===== src/rtl/bus_arbiter_pkg.sv =====
// Shared constants and types for the 4-master round-robin bus arbiter.
// Active levels follow the bus convention: ENABLE_ = 0, DISABLE_ = 1.
package bus_arbiter_pkg;

  localparam int BUS_MASTER_CH = 4;

  localparam logic ENABLE_  = 1'b0;
  localparam logic DISABLE_ = 1'b1;

  typedef logic [1:0] bus_owner_t;

  localparam bus_owner_t BUS_MASTER_0 = 2'd0;
  localparam bus_owner_t BUS_MASTER_1 = 2'd1;
  localparam bus_owner_t BUS_MASTER_2 = 2'd2;
  localparam bus_owner_t BUS_MASTER_3 = 2'd3;

  typedef enum logic {
    BUS_ARB_STATE_IDLE = 1'b0,
    BUS_ARB_STATE_OWN  = 1'b1
  } bus_arb_state_e;

endpackage


===== src/rtl/bus_arb_rr_pick.sv =====
// Combinational round-robin picker: first asserted request in the order
// lastOwner+1, +2, +3, +4 (mod 4); lastOwner itself is considered last.
module bus_arb_rr_pick
  import bus_arbiter_pkg::*;
(
  input  logic [BUS_MASTER_CH-1:0] reqVec,
  input  bus_owner_t               lastOwner,
  output bus_owner_t               pickIdx,
  output logic                     pickValid
);

  // Walk from the farthest position down so the nearest requester wins.
  always_comb begin
    pickIdx   = lastOwner;
    pickValid = 1'b0;
    for (int k = BUS_MASTER_CH; k >= 1; k--) begin
      if (reqVec[bus_owner_t'(lastOwner + bus_owner_t'(k))]) begin
        pickIdx   = bus_owner_t'(lastOwner + bus_owner_t'(k));
        pickValid = 1'b1;
      end
    end
  end

endmodule


===== src/rtl/bus_arbiter.sv =====
// Round-robin arbiter for 4 bus masters with active-low request/grant.
// Optional tenure limit enabled by defining BUS_ARB_TENURE_EN.
module bus_arbiter
  import bus_arbiter_pkg::*;
#(
  parameter int MAX_HOLD = 16,
  parameter int TENURE_W = 5
)
(
  input  logic       clk,
  input  logic       reset_,
  input  logic       m0Req_,
  input  logic       m1Req_,
  input  logic       m2Req_,
  input  logic       m3Req_,
  input  logic       busRdy_,
  output logic       m0Grnt_,
  output logic       m1Grnt_,
  output logic       m2Grnt_,
  output logic       m3Grnt_,
  output logic [1:0] busOwner,
  output logic       busIdle
);

  localparam logic [TENURE_W-1:0] TENURE_MAX = TENURE_W'(MAX_HOLD);

  bus_arb_state_e            state, stateNext;
  bus_owner_t                owner, ownerNext;
  bus_owner_t                lastOwner, lastOwnerNext;
  logic [TENURE_W-1:0]       tenure, tenureNext;
  logic [BUS_MASTER_CH-1:0]  grant_, grantNext_;
  logic [BUS_MASTER_CH-1:0]  reqVec, pickReq;
  bus_owner_t                pickBase, pickIdx;
  logic                      pickValid;

  assign reqVec = ~{m3Req_, m2Req_, m1Req_, m0Req_};

  // While owning, the owner is masked so a successor is always someone else.
  always_comb begin
    pickReq  = reqVec;
    pickBase = lastOwner;
    if (state == BUS_ARB_STATE_OWN) begin
      pickReq[owner] = 1'b0;
      pickBase       = owner;
    end
  end

  bus_arb_rr_pick u_pick (
    .reqVec    (pickReq),
    .lastOwner (pickBase),
    .pickIdx   (pickIdx),
    .pickValid (pickValid)
  );

  always_comb begin
    stateNext     = state;
    ownerNext     = owner;
    lastOwnerNext = lastOwner;
    tenureNext    = tenure;
    case (state)
      BUS_ARB_STATE_IDLE: begin
        tenureNext = '0;
        if (pickValid) begin
          stateNext = BUS_ARB_STATE_OWN;
          ownerNext = pickIdx;
        end
      end
      BUS_ARB_STATE_OWN: begin
        if (!reqVec[owner]) begin
          lastOwnerNext = owner;
          tenureNext    = '0;
          if (pickValid) ownerNext = pickIdx;
          else           stateNext = BUS_ARB_STATE_IDLE;
        end
`ifdef BUS_ARB_TENURE_EN
        else if (tenure == TENURE_MAX && pickValid && busRdy_ == ENABLE_) begin
          lastOwnerNext = owner;
          ownerNext     = pickIdx;
          tenureNext    = '0;
        end
`endif
        else if (tenure != TENURE_MAX) begin
          tenureNext = tenure + TENURE_W'(1);
        end
      end
      default: stateNext = BUS_ARB_STATE_IDLE;
    endcase
  end

`ifndef BUS_ARB_TENURE_EN
  logic unusedBusRdy;
  assign unusedBusRdy = busRdy_;
`endif

  // Grants are registered from the next state so a handover is a single edge.
  always_comb begin
    grantNext_ = {BUS_MASTER_CH{DISABLE_}};
    if (stateNext == BUS_ARB_STATE_OWN) grantNext_[ownerNext] = ENABLE_;
  end

  always_ff @(posedge clk or negedge reset_) begin
    if (!reset_) begin
      state     <= BUS_ARB_STATE_IDLE;
      owner     <= BUS_MASTER_0;
      lastOwner <= BUS_MASTER_3;
      tenure    <= '0;
      grant_    <= {BUS_MASTER_CH{DISABLE_}};
      busIdle   <= 1'b1;
    end else begin
      state     <= stateNext;
      owner     <= ownerNext;
      lastOwner <= lastOwnerNext;
      tenure    <= tenureNext;
      grant_    <= grantNext_;
      busIdle   <= (stateNext == BUS_ARB_STATE_IDLE);
    end
  end

  assign busOwner = owner;
  assign m0Grnt_  = grant_[BUS_MASTER_0];
  assign m1Grnt_  = grant_[BUS_MASTER_1];
  assign m2Grnt_  = grant_[BUS_MASTER_2];
  assign m3Grnt_  = grant_[BUS_MASTER_3];

endmodule


===== config.mk =====
export PLATFORM = sky130hd
export DESIGN_NAME = bus_arbiter
export DESIGN_NICKNAME = d
export VERILOG_FILES = /design/src/rtl/bus_arbiter_pkg.sv /design/src/rtl/bus_arb_rr_pick.sv /design/src/rtl/bus_arbiter.sv
export SDC_FILE = /design/constraint.sdc
export NUM_CORES = 1
export LEC_CHECK = 0
export CELL_PAD_IN_SITES_DETAIL_PLACEMENT = 0
export CELL_PAD_IN_SITES_GLOBAL_PLACEMENT = 1
export CORE_UTILIZATION = 45
export DETAILED_ROUTE_END_ITERATION = 8
export DONT_BUFFER_PORTS = 1
export PLACE_DENSITY_LB_ADDON = 0.1
export SLEW_MARGIN = 20
export SYNTH_ARGS = -nofsm -noshare
export SYNTH_HDL_FRONTEND = slang
export SYNTH_SLANG_ARGS = --single-unit
export TNS_END_PERCENT = 30

===== constraint.sdc =====
create_clock -name clk -period 2 [get_ports clk]
set_input_delay 0.2 -clock clk [delete_from_list [all_inputs] [get_ports clk]]
set_output_delay 0.2 -clock clk [all_outputs]
set_load 0.05 [all_outputs]

==> impl_metrics.tcl, run 1 <==
set metrics [dict create \
    status "complete, no violations" \
    path_cells "mux2_2, o22ai_1, mux2i_1, o2111ai_1, a21bo_1" \
    grt_use_total 0.218 \
    nNetsFinal 75 \
    final_cells 82 \
    cts_tree "yes" \
    cp_num_buf_inv 0 \
    wl_mm 1.34 \
    peakVddDrop_mv 0.924 \
    r2r-end "grant_[2]" \
    start_util 0.494 \
    criticalPathCategory "reg2reg" \
    cpLargestDelayFamily "compound AO/OA/AOI/OAI gates" \
    seq_area_frac_synth 0.398 \
    yosysTopAreaCellShare 0.283 \
    cp.depth 5 \
    placed_cell_area_um2 694 \
    ys_top_cells_by_area "dfstp_2, dfrtp_1, mux2i_1" \
    rsz0062_at_grt "false" \
    critPathMaxFanout 6 \
    fin_area_um2 741 \
    multiInputGateArea_um2 367 \
    drc 0 \
    reg2reg_slack_ps 100 \
    clock-root-buffer "clkbuf_4" \
    worstPathRequired_ps 2200 \
    core_area_um2 1320 \
    async_flop_share 1.00 \
    hold_viol 0 \
    drive_above_1_share 0.388 \
    slew_violations 0 \
    clk_pin_slew_ps 70 \
    vias 496 \
    dp.cells 77 \
    final_cell_mix "dfstp_2, buf_4, nand2_1" \
    grt_start_max_net_pins 11 \
    dpl.hpwl_mm 1.06 \
    cap_violations 0 \
    rr_startpoint "lastOwner[0]" \
    syn_nets 66 \
    ys_types 34 \
    drt_iter0_drc 10 \
    crit_path_max_incr_delay_ps 580 \
    rows 13 \
    synth_seq_cells 10 \
    min_period_ps 1900 \
    io_buffers 0 \
    powerDensity_nw_per_um2 2010 \
    fillers 116 \
    cts_max_path_buffers 2 \
    cellLeakagePower_nw 0.319 \
    clkLatencyLatePin_ps 270 \
    finalSetupViolCount 0 \
    critPathSlowestCell "dfstp_2" \
    dieArea_um2 1600 \
    tightestPinTransition_ps 440 \
    yosys.area.top_type "dfstp_2" \
    overflow 0 \
    cts_sinks 10 \
    dr.pass1.iters 4 \
    ys.flop_type "dfstp_2" \
    max_slew_margin 0.706 \
    antenna_cells 0 \
    synth_edf_count 0 \
    synthCells 59 \
    reg2reg_depth 5 \
    avgRoutedWirePerCell_um 16.4 \
    ios 14 \
    grt_pass1_vias 519 \
    timing.fmax_mhz 525 \
    finalWeightedCongestion 0.766 \
    syn2layout_area_growth_pct 13.8 \
    grt_pass1_wl_mm 2.25 \
    h-tree-depth 1 \
    die_h_um 40.0 \
    hp-class "in2async" \
    syn_area_per_cell_um2 11.0 \
    seq_area_um2 260 \
    ant_nets 0 \
    power.total_w 0.00149 \
    startpoint_type "register" \
    synth_area_um2 651 \
    final_common_cell "dfstp_2" \
    numCtsBuffers 3 \
    min_period_over_period 0.952 \
    critPathCapture "grant_[2]" \
    fp.dieW_um 40.0 \
    clock_skew_ps 1.19 \
    startpoint "lastOwner[0]" \
    viasPerCell 6.05 \
    yosys_warnings 0 \
    setup.worst_path.end_class "register" \
    antenna_found_initial 0 \
    worstPathArrival_ps 2110 \
]
==> where the power goes <==
part	leakage, nW	switching (W)	internal, W	total, W
clock network	0.0210	0.0000723	0.000111	0.000183
logic	0.193	0.000360	0.000369	0.000730
registers	0.105	0.000233	0.000342	0.000574
==> state kept, by name, summed over array words and instances, names as in the netlist <==
register   count
grant_         4
lastOwner      2
busOwner       2
state          1
busIdle        1
==> layout make-up <==
cell class / instances / share of cell area
multi-input combinational: 45 / 0.495
timing repair buffer: 7 / 0.0743
clock buffer: 4 / 0.0490
sequential: 10 / 0.351
tap: 15 / 0.0253
inverter: 1 / 0.00507
==> worst reg2reg max path: cells and delay by family (launching register included) <==
kind / cells / cell delay, ps
AO/OA/AOI/OAI: 3 / 680
flip-flops: 1 / 580
multiplexers: 2 / 580
==> worst min path at each step <==
stage | startpoint | end | slack (ps) | cells after the start
detailed placement | reset_ | state | -100 | 0
CTS | reset_ | state | 310 | 1
floorplan | reset_ | busOwner[0] | -100 | 0
global route | reset_ | busOwner[0] | 310 | 1
finish | reset_ | busOwner[0] | 310 | 1
global placement | reset_ | state | -100 | 0
==> repair_timing <==
item	in CTS	in global routing
resized for setup	0	0
setup buffers	0	0
hold buffers	1	0
hold endpoints to repair	10	0
==> cells in the mapped netlist, drive strengths merged (2+ instances only) <==
master	n
dfstp	7
mux2i	4
dfrtp	3
buf	3
a21boi	2
o21ai	2
a21oi	3
nand2	5
nand3	2
nand2b	2
nor2	3
mux2	7
==> cell families (layout without fill, tap and decap cells) <==
family                 Yosys count  in the layout  synth area share
buffers and inverters            4             12            0.0385
AOI/OAI and AO/OA               15             15             0.181
muxes                           12             12             0.223
and+or+nand+nor                 18             18             0.160
DFF                             10             10             0.398
==> per-layer routing <==
layer | up-vias | GRT usage | routed length (µm)
met5 | - | 0 | 0
met2 | 14 | 0.367 | 672
li1 | 236 | - | -
met3 | 2 | 0.0833 | 72
met4 | 0 | 0.0517 | 8
met1 | 244 | 0.258 | 590
==> metrics by stage <==
stage | setup slack (ps) | hold WS (ps) | utilization | TNS (ps)
after floorplan | -36.4 | -95.6 | - | -109
after CTS | 105 | 308 | 0.562 | 0
final | 96.8 | 309 | 0.562 | 0
after detailed placement | 120 | -95.4 | 0.527 | 0
after global routing | 34.5 | 313 | 0.562 | 0
after global placement | 148 | -95.4 | 0.527 | 0
Note: power is estimated with default switching activity, not from simulation.
==> run 2: changes to the inputs <==
--- a/config.mk
+++ b/config.mk
@@ -10,6 +10,7 @@
 export CORE_UTILIZATION = 45
 export DETAILED_ROUTE_END_ITERATION = 8
 export DONT_BUFFER_PORTS = 1
+export GPL_TIMING_DRIVEN = 0
 export PLACE_DENSITY_LB_ADDON = 0.1
 export SLEW_MARGIN = 20
 export SYNTH_ARGS = -nofsm -noshare
==> constraint.sdc (replaced) <==
create_clock -name clk -period 2 [get_ports clk]
set_input_delay 0.2 -clock clk [delete_from_list [all_inputs] [get_ports clk]]
set_output_delay 0.2 -clock clk [all_outputs]
set_load 0.02 [all_outputs]
==> run 2 against run 1 <==
  * Combinational power rose by 2%
  * Largest power group unchanged
  * Via count fell by 1.6%
  * Highest routed layer is now met3
  * Register-to-register slack got worse by 90 ps
  * Sequential cell count did not move
==> impl_metrics.tcl, run 2 (same netlist as run 1, synthesis figures left out) <==
set metrics [dict create \
    finalSetupViolCount 0 \
    start_util 0.494 \
    worstPathArrival_ps 2180 \
    grt_pass1_vias 450 \
    antenna_found_initial 0 \
    reg2reg_depth 6 \
    final_common_cell "dfstp_2" \
    clkLatencyLatePin_ps 260 \
    grt_pass1_wl_mm 1.98 \
    cts_max_path_buffers 2 \
    clk_pin_slew_ps 70 \
    dieArea_um2 1600 \
    multiInputGateArea_um2 373 \
    power.total_w 0.00140 \
    switchingPower_w 0.000542 \
    status "complete, no violations" \
    clock_skew_ps 3.19 \
    largest_reg_flops 4 \
    timing.fmax_mhz 502 \
    rows 13 \
    wl_met2_um 578 \
    cpLargestDelayFamily "multiplexers" \
    dr_wl_met3_um 72 \
    hp-class "in2reg" \
    numCtsBuffers 3 \
    path_cells "buf_6, mux4_2, nand2b_4, a21boi_4, mux2_4, nand4b_1" \
    combPwrFrac 0.530 \
    wl_mm 1.27 \
    rr_startpoint "busOwner[1]" \
    worstPathRequired_ps 2180 \
    cts_sinks 10 \
    grt_use_total 0.186 \
    slew_violations 0 \
    fin_area_um2 764 \
    antenna_cells 0 \
    io_buffers 0 \
    tightestPinTransition_ps 434 \
    cellLeakagePower_nw 0.329 \
    ant_nets 0 \
    dr.max_layer_used "met3" \
    viasPerCell 5.81 \
    powerDensity_nw_per_um2 1840 \
    vias 488 \
    startpoint "busOwner[1]" \
    grt_start_max_net_pins 11 \
    avgRoutedWirePerCell_um 15.1 \
    clock-root-buffer "clkbuf_4" \
    overflow 0 \
    ios 14 \
    top_register "grant_" \
    finalWeightedCongestion 0.737 \
    dpl_worst_slack_ps -62.8 \
    setup.worst_path.end_class "register" \
    critPathSlowestCell "mux4_2" \
    hold_viol 0 \
    r2r-end "grant_[1]" \
    drc 0 \
    seq_area_um2 262 \
    power.internal_w 0.000862 \
    fillers 112 \
    placed_cell_area_um2 669 \
    startpoint_type "register" \
    pwr-share-clk 0.129 \
    h-tree-depth 1 \
    wl_met1_um 618 \
    core_area_um2 1320 \
    cp.depth 6 \
    dr.pass1.iters 4 \
    final_cell_mix "dfstp_2, buf_4, nand2_1" \
    setup_ws_ps 8.08 \
    reg2reg_slack_ps 8 \
    cts_tree "yes" \
    fin_setup_tns_ps 0 \
    crit_path_max_incr_delay_ps 510 \
    peakVddDrop_mv 0.928 \
    cp_num_buf_inv 1 \
    criticalPathCategory "reg2reg" \
    min_period_over_period 0.996 \
    holdWs_ps 252 \
    cap_violations 0 \
    swShare 0.386 \
    die_h_um 40.0 \
    critPathMaxFanout 8 \
    max_slew_margin 0.710 \
    critPathCapture "grant_[1]" \
    syn2layout_area_growth_pct 17.5 \
    min_period_ps 1990 \
    nNetsFinal 77 \
    fp.dieW_um 40.0 \
    p_seq_frac 0.341 \
    drive_above_1_share 0.435 \
    rsz0062_at_grt "true" \
    drt_iter0_drc 17 \
]
## run 2: cell types whose count changed in the layout (fill, tap and decap cells not counted)
cell	delta
buf_2	+1
buf_6	+1
dfrtp_1	-1
dfrtp_2	+1
o2111ai_1	-1
o2111ai_2	+1
## run 2: area by class of cell
cell class | instances | area share
multi-input combinational | 45 | 0.488
buffer | 3 | 0.0311
tap | 15 | 0.0245
sequential | 10 | 0.342
clock buffer | 4 | 0.0475
timing repair buffer | 6 | 0.0622
inverter | 1 | 0.00491
## run 2: per-layer routing
| metal | vias up | GRT usage |
|---|---|---|
| li1 | 239 | - |
| met2 | 13 | 0.258 |
| met4 | 0 | 0.0259 |
| met5 | - | 0 |
| met1 | 236 | 0.266 |
| met3 | 0 | 0.0889 |
## run 2: how the worst min path moves through the flow
| stage | from | endpoint | slack, ps | depth (start not counted) |
|---|---|---|---|---|
| 2_1_floorplan | reset_ | busOwner[0] | -100 | 0 |
| 3_3_place_gp | reset_ | busOwner[1] | -100 | 0 |
| 3_5_place_dp | reset_ | busOwner[1] | -100 | 0 |
| 4_1_cts | m1Req_ | state | 290 | 3 |
| 5_1_grt | m0Req_ | grant_[3] | 250 | 3 |
| 6_report | m0Req_ | grant_[3] | 250 | 3 |
## run 2: power by group through the flow
stage	logic (W)	clock network, W	registers (W)
after floorplan	0.000545	0	0.000459
after global placement	0.000629	0	0.000479
after detailed placement	0.000627	0	0.000479
after CTS	0.000643	0.000188	0.000478
after global routing	0.000808	0.000196	0.000496
final	0.000744	0.000181	0.000479
## run 2: tightest hold or removal path, stage by stage
cell and delay [ps]:
a31oi_1 80, o2111ai_2 140, nand4_1 90
## run 2: through the flow
stage / cells / utilization
finish: 84 / 0.580
global route: 84 / 0.580
CTS: 79 / 0.546
detailed placement: 74 / 0.508
global placement: 74 / 0.508
floorplan: 59 / -
## run 2: timing repair
| action | CTS | global route |
|---|---|---|
| buffers inserted | 0 | 5 |
| cloned | 0 | 0 |
| pin swaps | 0 | 1 |
| resized for setup | 2 | 2 |
| hold endpoints to repair | 10 | 0 |
| setup endpoints to repair | 4 | 5 |
| hold buffers | 1 | 0 |
